==> config.mk <==
export PLATFORM = sky130hd
export DESIGN_NAME = muldiv_unit
export DESIGN_NICKNAME = d
export VERILOG_FILES = /design/src/rtl/muldiv_unit.sv
export SDC_FILE = /design/constraint.sdc
export NUM_CORES = 1
export LEC_CHECK = 0
export BUFFER_PORTS_ARGS = -buffer_cell sky130_fd_sc_hd__buf_2
export CELL_PAD_IN_SITES_DETAIL_PLACEMENT = 0
export CELL_PAD_IN_SITES_GLOBAL_PLACEMENT = 2
export CORE_ASPECT_RATIO = 0.75
export CORE_UTILIZATION = 37
export DETAILED_ROUTE_END_ITERATION = 6
export PLACE_DENSITY_LB_ADDON = 0.15
export SLEW_MARGIN = 15
export SYNTH_ARGS = -nofsm -noshare
export SYNTH_HDL_FRONTEND = slang
export SYNTH_SLANG_ARGS = --single-unit
==> constraint.sdc <==
create_clock -name clk -period 7.7 [get_ports clk]
set_input_delay 1.155 -clock clk [delete_from_list [all_inputs] [get_ports clk]]
set_output_delay 1.155 -clock clk [all_outputs]
set_load 0.02 [all_outputs]
==> src/rtl/muldiv_unit.sv <==
// Iterative 32-bit MULT/MULTU/DIV/DIVU unit: one radix-2 step per cycle,
// 32 steps plus one sign-fix cycle, feeding the HI/LO special registers.
module muldiv_unit #(
    parameter int WIDTH = 32
) (
    input  logic             clk,
    input  logic             rst,
    input  logic             start,
    input  logic [1:0]       op,
    input  logic [WIDTH-1:0] a,
    input  logic [WIDTH-1:0] b,
    output logic             busy,
    output logic             done,
    output logic [WIDTH-1:0] hi,
    output logic [WIDTH-1:0] lo
);
    localparam int CW = $clog2(WIDTH);

    typedef enum logic [1:0] {IDLE, RUN, FIX} state_t;
    state_t state, state_n;

    logic [CW-1:0]    cnt;
    logic             is_div, neg_res, neg_a, div_zero;
    logic [WIDTH-1:0] opnd_b, acc_hi, acc_lo;

    logic             signed_op;
    logic [WIDTH-1:0] a_mag, b_mag;
    logic [WIDTH:0]   add_sum, sub_diff;
    logic [WIDTH-1:0] step_hi, step_lo;
    logic [2*WIDTH-1:0] prod_fix;
    logic [WIDTH-1:0] quo_fix, rem_fix;

    assign signed_op = ~op[0];
    assign a_mag     = (signed_op && a[WIDTH-1]) ? -a : a;
    assign b_mag     = (signed_op && b[WIDTH-1]) ? -b : b;
    assign busy      = (state != IDLE);

    // acc_lo holds multiplier bits (multiply) or dividend bits (divide);
    // acc_hi is the partial product high half or the running remainder.
    assign add_sum  = {1'b0, acc_hi} + {1'b0, opnd_b};
    assign sub_diff = {acc_hi, acc_lo[WIDTH-1]} - {1'b0, opnd_b};

    always_comb begin
        step_hi = acc_hi;
        step_lo = acc_lo;
        if (is_div) begin
            if (!sub_diff[WIDTH]) begin
                step_hi = sub_diff[WIDTH-1:0];
                step_lo = {acc_lo[WIDTH-2:0], 1'b1};
            end else begin
                step_hi = {acc_hi[WIDTH-2:0], acc_lo[WIDTH-1]};
                step_lo = {acc_lo[WIDTH-2:0], 1'b0};
            end
        end else if (acc_lo[0]) begin
            step_hi = add_sum[WIDTH:1];
            step_lo = {add_sum[0], acc_lo[WIDTH-1:1]};
        end else begin
            step_hi = {1'b0, acc_hi[WIDTH-1:1]};
            step_lo = {acc_hi[0], acc_lo[WIDTH-1:1]};
        end
    end

    // Remainder follows the dividend sign, which also returns hi=a on divide by zero.
    assign prod_fix = neg_res ? -{acc_hi, acc_lo} : {acc_hi, acc_lo};
    assign quo_fix  = div_zero ? '1 : (neg_res ? -acc_lo : acc_lo);
    assign rem_fix  = neg_a ? -acc_hi : acc_hi;

    always_ff @(posedge clk or posedge rst) begin
        if (rst) state <= IDLE;
        else     state <= state_n;
    end

    always_comb begin
        state_n = state;
        case (state)
            IDLE:    if (start) state_n = RUN;
            RUN:     if (cnt == CW'(WIDTH-1)) state_n = FIX;
            FIX:     state_n = IDLE;
            default: state_n = IDLE;
        endcase
    end

    always_ff @(posedge clk or posedge rst) begin
        if (rst) begin
            cnt      <= '0;
            is_div   <= 1'b0;
            neg_res  <= 1'b0;
            neg_a    <= 1'b0;
            div_zero <= 1'b0;
            opnd_b   <= '0;
            acc_hi   <= '0;
            acc_lo   <= '0;
            done     <= 1'b0;
            hi       <= '0;
            lo       <= '0;
        end else begin
            done <= (state == FIX);
            case (state)
                IDLE: if (start) begin
                    cnt      <= '0;
                    is_div   <= op[1];
                    neg_a    <= signed_op & a[WIDTH-1];
                    neg_res  <= signed_op & (a[WIDTH-1] ^ b[WIDTH-1]);
                    div_zero <= op[1] & (b == '0);
                    opnd_b   <= b_mag;
                    acc_hi   <= '0;
                    acc_lo   <= a_mag;
                end
                RUN: begin
                    cnt    <= cnt + 1'b1;
                    acc_hi <= step_hi;
                    acc_lo <= step_lo;
                end
                FIX: begin
                    if (is_div) begin
                        hi <= rem_fix;
                        lo <= quo_fix;
                    end else begin
                        hi <= prod_fix[2*WIDTH-1:WIDTH];
                        lo <= prod_fix[WIDTH-1:0];
                    end
                end
                default: ;
            endcase
        end
    end
endmodule

==> results of run 1 <==
-- metrics by stage --
step / hold slack [ns] / total power, mW
detailed placement: 0.466 / 6.94
global placement: 0.458 / 6.94
floorplan: 0.450 / 5.51
CTS: 0.483 / 7.87
global route: 0.500 / 8.59
finish: 0.477 / 7.94
-- cell usage after synthesis, types with 5 or more instances --
library cell	number	area [µm²]
a21oi_1	161	806
ha_1	70	876
nand2b_1	20	125
xnor2_1	81	709
and2_1	11	68.8
clkbuf_1	79	297
o221ai_1	8	70.1
o211ai_1	29	218
nor2_1	139	522
o21a_1	9	67.6
inv_1	58	218
or4_1	16	120
a31oi_1	25	156
o31ai_1	23	173
a211o_1	5	43.8
mux2i_1	69	691
nor4_1	18	113
nand3_1	19	95.1
a22oi_1	9	67.6
or3_1	13	81.3
o21ai_0	184	921
o22ai_1	9	56.3
dfrtp_1	172	4300
nand4_1	9	56.3
a211oi_1	20	150
nor3_1	28	140
or2_2	6	37.5
nor2b_1	22	138
buf_1	5	18.8
o41ai_1	12	105
a21o_1	29	218
xor2_1	85	744
o21bai_1	6	45.0
nand2_1	173	649
-- final cells by class --
type,instances,area [µm²],area share
timing repair buffer,151,798,0.0517
sequential,172,4310,0.279
clock buffer,17,425,0.0275
multi-input combinational,1374,8900,0.576
tap,504,631,0.0408
inverter,60,230,0.0149
clock inverter,15,163,0.0105
-- critical path: stages, from the launching register on --
cell and delay [ns]:
dfrtp_1 0.57, ha_1 0.38, a2111oi_0 0.76, a21o_1 0.31
a211oi_1 0.11, or3_1 0.38, nand3_1 0.19, and2_1 0.55
buf_4 0.46, mux2i_1 0.28, o221ai_1 0.14
-- worst paths after layout --
check / slack (ns) / to / startpoint / depth (start not counted)
worst max-delay path: 3.38 / acc_hi[14]$_DFFE_PP0P_ / acc_hi[6]$_DFFE_PP0P_ / 10
worst min-delay path: 0.48 / hi[27]$_DFFE_PP0P_ / hi[27]$_DFFE_PP0P_ / 2
worst max register to register: 3.38 / acc_hi[14]$_DFFE_PP0P_ / acc_hi[6]$_DFFE_PP0P_ / 10
worst min register to register: 0.48 / hi[27]$_DFFE_PP0P_ / hi[27]$_DFFE_PP0P_ / 2
max in group asynchronous: 5.69 / is_div$_DFFE_PP0P_ / rst / 3
min in group asynchronous: 0.66 / lo[8]$_DFFE_PP0P_ / rst / 2
-- state kept, by name, indices dropped and copies added (netlist names), 2 cells and up --
name / flops
cnt: 5
lo: 32
acc_hi: 32
acc_lo: 32
state: 2
hi: 32
opnd_b: 32
-- per-layer routing --
metal | vias to the layer above | part of all wire
met4 | 0 | 0.0068
met3 | 18 | 0.062
met1 | 6128 | 0.58
met2 | 378 | 0.36
li1 | 6327 | -
met5 | - | 0
-- where the power goes --
group	total [mW]	switching, mW	internal, mW
registers	1.87	0.651	1.22
logic	5.18	3.09	2.09
clock network	0.888	0.448	0.440
-- cell families after synthesis --
family,after synthesis,synth area share
multiplexers,71,0.0514
AND/OR/NAND/NOR,505,0.174
adder cells (fa/ha/maj),72,0.0661
XOR/XNOR,166,0.105
AO/OA/AOI/OAI,560,0.245
flip-flops,172,0.310
buffers and inverters,159,0.0486
==> flow_metrics.py, run 1 <==
metrics = {
    "synthesis": {
        "synth-seq-cells": 172,
        "yosysWarnings": 0,
        "synth-edff-count": 0,
        "synthesis.nets": 1846,
        "synthCells": 1705,
        "ys_seq_area_frac": 0.310,
        "syn_area_um2": 13900,
        "ys.flop_type": "dfrtp_1",
        "async_reset_ff_frac": 1.00,
        "synth_cell_types": 77,
        "syn_area_per_cell_um2": 8.13,
    },
    "sta": {
        "relSlewSlack": 0.104,
        "rsz0062_at_grt": "no",
        "finalClockSkew_ns": 0.0276,
        "setup_tns_ns": 0,
        "fin_crit_sh": 0.561,
        "final-hold-violation-count": 0,
        "worst_pin_slew_ns": 1.31,
        "setup_viol": 0,
        "final.setup.worst_slack_ns": 3.38,
        "min_period_ns": 4.32,
        "max_freq_mhz": 232,
        "drv_slew": 0,
    },
    "clocking": {
        "clock-root-buffer": "clkbuf_16",
        "cts_sinks": 172,
        "insertion_delay_ns": 0.47,
        "h-tree-depth": 4,
        "clk_path_buf_depth": 2,
        "clk_pin_slew_ns": 0.07,
        "post-cts-setup-buffers": 0,
        "cts_resized": 0,
        "cts_made_buffers": 17,
        "hold_buffers": 0,
        "cts_tree": "done",
    },
    "finish": {
        "syn2layout_area_growth_pct": 11.4,
        "insertedDiodeCount": 0,
        "drive_gt1_frac": 0.122,
        "mostFrequentLayoutCell": "o21ai_0",
        "final_cell_mix": "o21ai_0 (184), nand2_1 (172), dfrtp_1 (171)",
        "final_net_count": 1917,
        "final_cell_area_um2": 15500,
        "final_cells": 2293,
        "fill_cells": 3833,
        "fin_util": 0.417,
    },
    "routing": {
        "drc": 0,
        "vias": 12851,
        "drt_pass1_iterations": 5,
        "routed_wl_mm": 46.6,
        "drtIter0Drc": 1049,
        "antenna_left": 0,
        "wl_per_cell_um": 20.3,
        "via_per_inst": 5.60,
    },
    "placement": {
        "routabilityCongestion": 0.897,
        "place_area_um2": 14900,
        "dp.cells": 2261,
        "dp_slack_ns": 3.43,
        "dpl.hpwl_mm": 35.9,
        "port_buffers": 134,
    },
    "floorplan": {
        "die_area_um2": 38300,
        "initial_core_util": 0.375,
        "die_h_um": 170,
        "die_x_um": 226,
        "core_um2": 37000,
        "rows": 61,
        "ios": 135,
    },
    "global_routing": {
        "gr-usage-all-layers": 0.246,
        "grt_util_met3": 0.0424,
        "use_met2": 0.300,
        "antenna_found_initial": 0,
        "grt-ovfl-total": 0,
        "grt_most_used_layer": "met1",
        "grt_pass1_vias": 11647,
        "grt_max_degree": 97,
        "met1_usage": 0.426,
        "grt_pass1_wl_mm": 71.7,
    },
    "worst_setup_path": {
        "cp_max_fo": 22,
        "path_class": "flip-flop to flip-flop",
        "crit_path_start_kind": "flip-flop",
        "cp-end-kind": "flip-flop",
        "cp.required_ns": 7.98,
        "cp.arrival_ns": 4.60,
    },
    "outcome": {
        "status": "complete, no violations",
    },
    "job": {
        "maxCapViolations": 0,
    },
    "pwr": {
        "power_density_nw_per_um2": 514,
        "p_leak_nw": 6.57,
        "peakVddDrop_mv": 0.232,
    },
    "hold_path": {
        "hold_class": "flip-flop to flip-flop",
    },
}
(Power assumes the default switching activity.)
==> run 2: changes to the inputs <==
Clock period 7.7 ns to 4.1 ns, I/O delays scaled along.
==> run 2 against run 1 <==
  * Largest power group unchanged
  * Largest cell class unchanged
  * Design area up 2.3%
  * Non-clock buffer count up 44
  * Die area unchanged
==> flow_metrics.py, run 2 (synthesized netlist as in run 1, its figures left out) <==
metrics = {
    "clocking": {
        "hold_buffers": 0,
        "clk_path_buf_depth": 2,
        "clk_pin_slew_ns": 0.08,
        "cts_tree": "done",
        "cts_made_buffers": 17,
        "h-tree-depth": 4,
        "post-cts-setup-buffers": 0,
        "cts_resized": 0,
        "insertion_delay_ns": 0.46,
        "cts_sinks": 172,
        "clock-root-buffer": "clkbuf_16",
    },
    "sta": {
        "worst_pin_slew_ns": 1.12,
        "setup_tns_ns": 0,
        "fin_crit_sh": 0.886,
        "hold_ws_ns": 0.236,
        "final-hold-violation-count": 0,
        "min_period_ns": 3.63,
        "finalClockSkew_ns": 0.0156,
        "relSlewSlack": 0.254,
        "setup_viol": 0,
        "max_freq_mhz": 275,
        "rsz0062_at_grt": "no",
        "drv_slew": 0,
    },
    "routing": {
        "drtIter0Drc": 1028,
        "antenna_left": 0,
        "vias": 12832,
        "drc": 0,
        "routed_wl_mm": 47.7,
        "drt_pass1_iterations": 5,
        "wl_per_cell_um": 20.4,
        "via_per_inst": 5.49,
    },
    "outcome": {
        "status": "complete, no violations",
    },
    "worst_setup_path": {
        "path_cells": "or4_4 > or3_4 > or4b_4 > or4_2 > o21a_1 > buf_4 > nor2_1 > xor2_1 > o21ai_0",
        "slowest_delay_ns": 0.72,
        "cp_max_fo": 11,
        "critical_path_buf_inv_count": 1,
        "crit_path_top_delay_cell": "or4_2",
        "crit_path_start_kind": "flip-flop",
        "path_class": "flip-flop to flip-flop",
        "cp-end-kind": "flip-flop",
        "cp.required_ns": 4.41,
        "crit_family": "simple AND/OR/NAND/NOR gates",
        "cp.arrival_ns": 3.94,
    },
    "floorplan": {
        "die_area_um2": 38300,
        "ios": 135,
        "die_h_um": 170,
        "initial_core_util": 0.375,
        "core_um2": 37000,
        "rows": 61,
        "die_x_um": 226,
    },
    "finish": {
        "final_cell_area_um2": 15800,
        "drive_gt1_frac": 0.143,
        "final_cell_mix": "o21ai_0 (184), nand2_1 (172), dfrtp_1 (171)",
        "mostFrequentLayoutCell": "o21ai_0",
        "syn2layout_area_growth_pct": 14.0,
        "insertedDiodeCount": 0,
        "final_cells": 2337,
        "final_net_count": 1961,
    },
    "global_routing": {
        "grt_most_used_layer": "met1",
        "grt_util_met3": 0.0509,
        "grt_max_degree": 107,
        "gr-usage-all-layers": 0.252,
        "grt_pass1_vias": 11790,
        "grt_pass1_wl_mm": 73.0,
        "antenna_found_initial": 0,
        "met1_usage": 0.442,
        "grt-ovfl-total": 0,
        "use_met2": 0.295,
    },
    "placement": {
        "routabilityCongestion": 0.881,
        "port_buffers": 134,
        "dp.cells": 2305,
        "place_area_um2": 15200,
        "dpl.hpwl_mm": 37.0,
    },
    "pwr": {
        "power_density_nw_per_um2": 966,
        "finalPower_mw": 15.3,
        "p_leak_nw": 6.78,
        "peakVddDrop_mv": 0.377,
    },
    "hold_path": {
        "hold_class": "input pin to async pin",
    },
    "job": {
        "maxCapViolations": 0,
    },
}
-- run 2: power by group --
group | switching (mW) | leakage, nW | internal, mW
clock network | 0.842 | 0.281 | 0.820
logic | 6.26 | 4.50 | 4.21
registers | 0.848 | 2.00 | 2.30
-- run 2: worst paths after layout --
check | from | to | slack, ns | depth (start not counted)
max reg2reg | acc_lo[7]$_DFFE_PP0P_ | hi[26]$_DFFE_PP0P_ | 0.47 | 9
min reg2reg | hi[2]$_DFFE_PP0P_ | hi[2]$_DFFE_PP0P_ | 0.48 | 2
min in group clk | op[0] | neg_res$_DFFE_PP0P_ | 0.43 | 2
min | rst | lo[7]$_DFFE_PP0P_ | 0.24 | 2
max | acc_lo[7]$_DFFE_PP0P_ | hi[26]$_DFFE_PP0P_ | 0.47 | 9
max in group asynchronous | rst | opnd_b[15]$_DFFE_PP0P_ | 2.83 | 3
-- run 2: area by class of cell --
type | count | area (µm²)
clock buffer | 17 | 425
clock inverter | 15 | 178
fill | 3818 | 21200
inverter | 60 | 229
multi-input combinational | 1374 | 8900
sequential | 172 | 4310
tap | 504 | 631
timing repair buffer | 195 | 1140
-- run 2: routing by layer --
layer | vias up | part of all wire | wire length, µm
met1 | 6043 | 0.57 | 27400
met5 | - | 0 | 0
met3 | 14 | 0.073 | 3490
met2 | 395 | 0.35 | 16600
met4 | 0 | 0.0054 | 256
li1 | 6380 | - | -
-- run 2: through the flow --
step	util	worst slack, ns
after detailed placement	0.411	0.463
after global routing	0.427	0.280
after global placement	0.411	0.515
after CTS	0.427	0.435
after floorplan	-	0.551
final	0.427	0.469
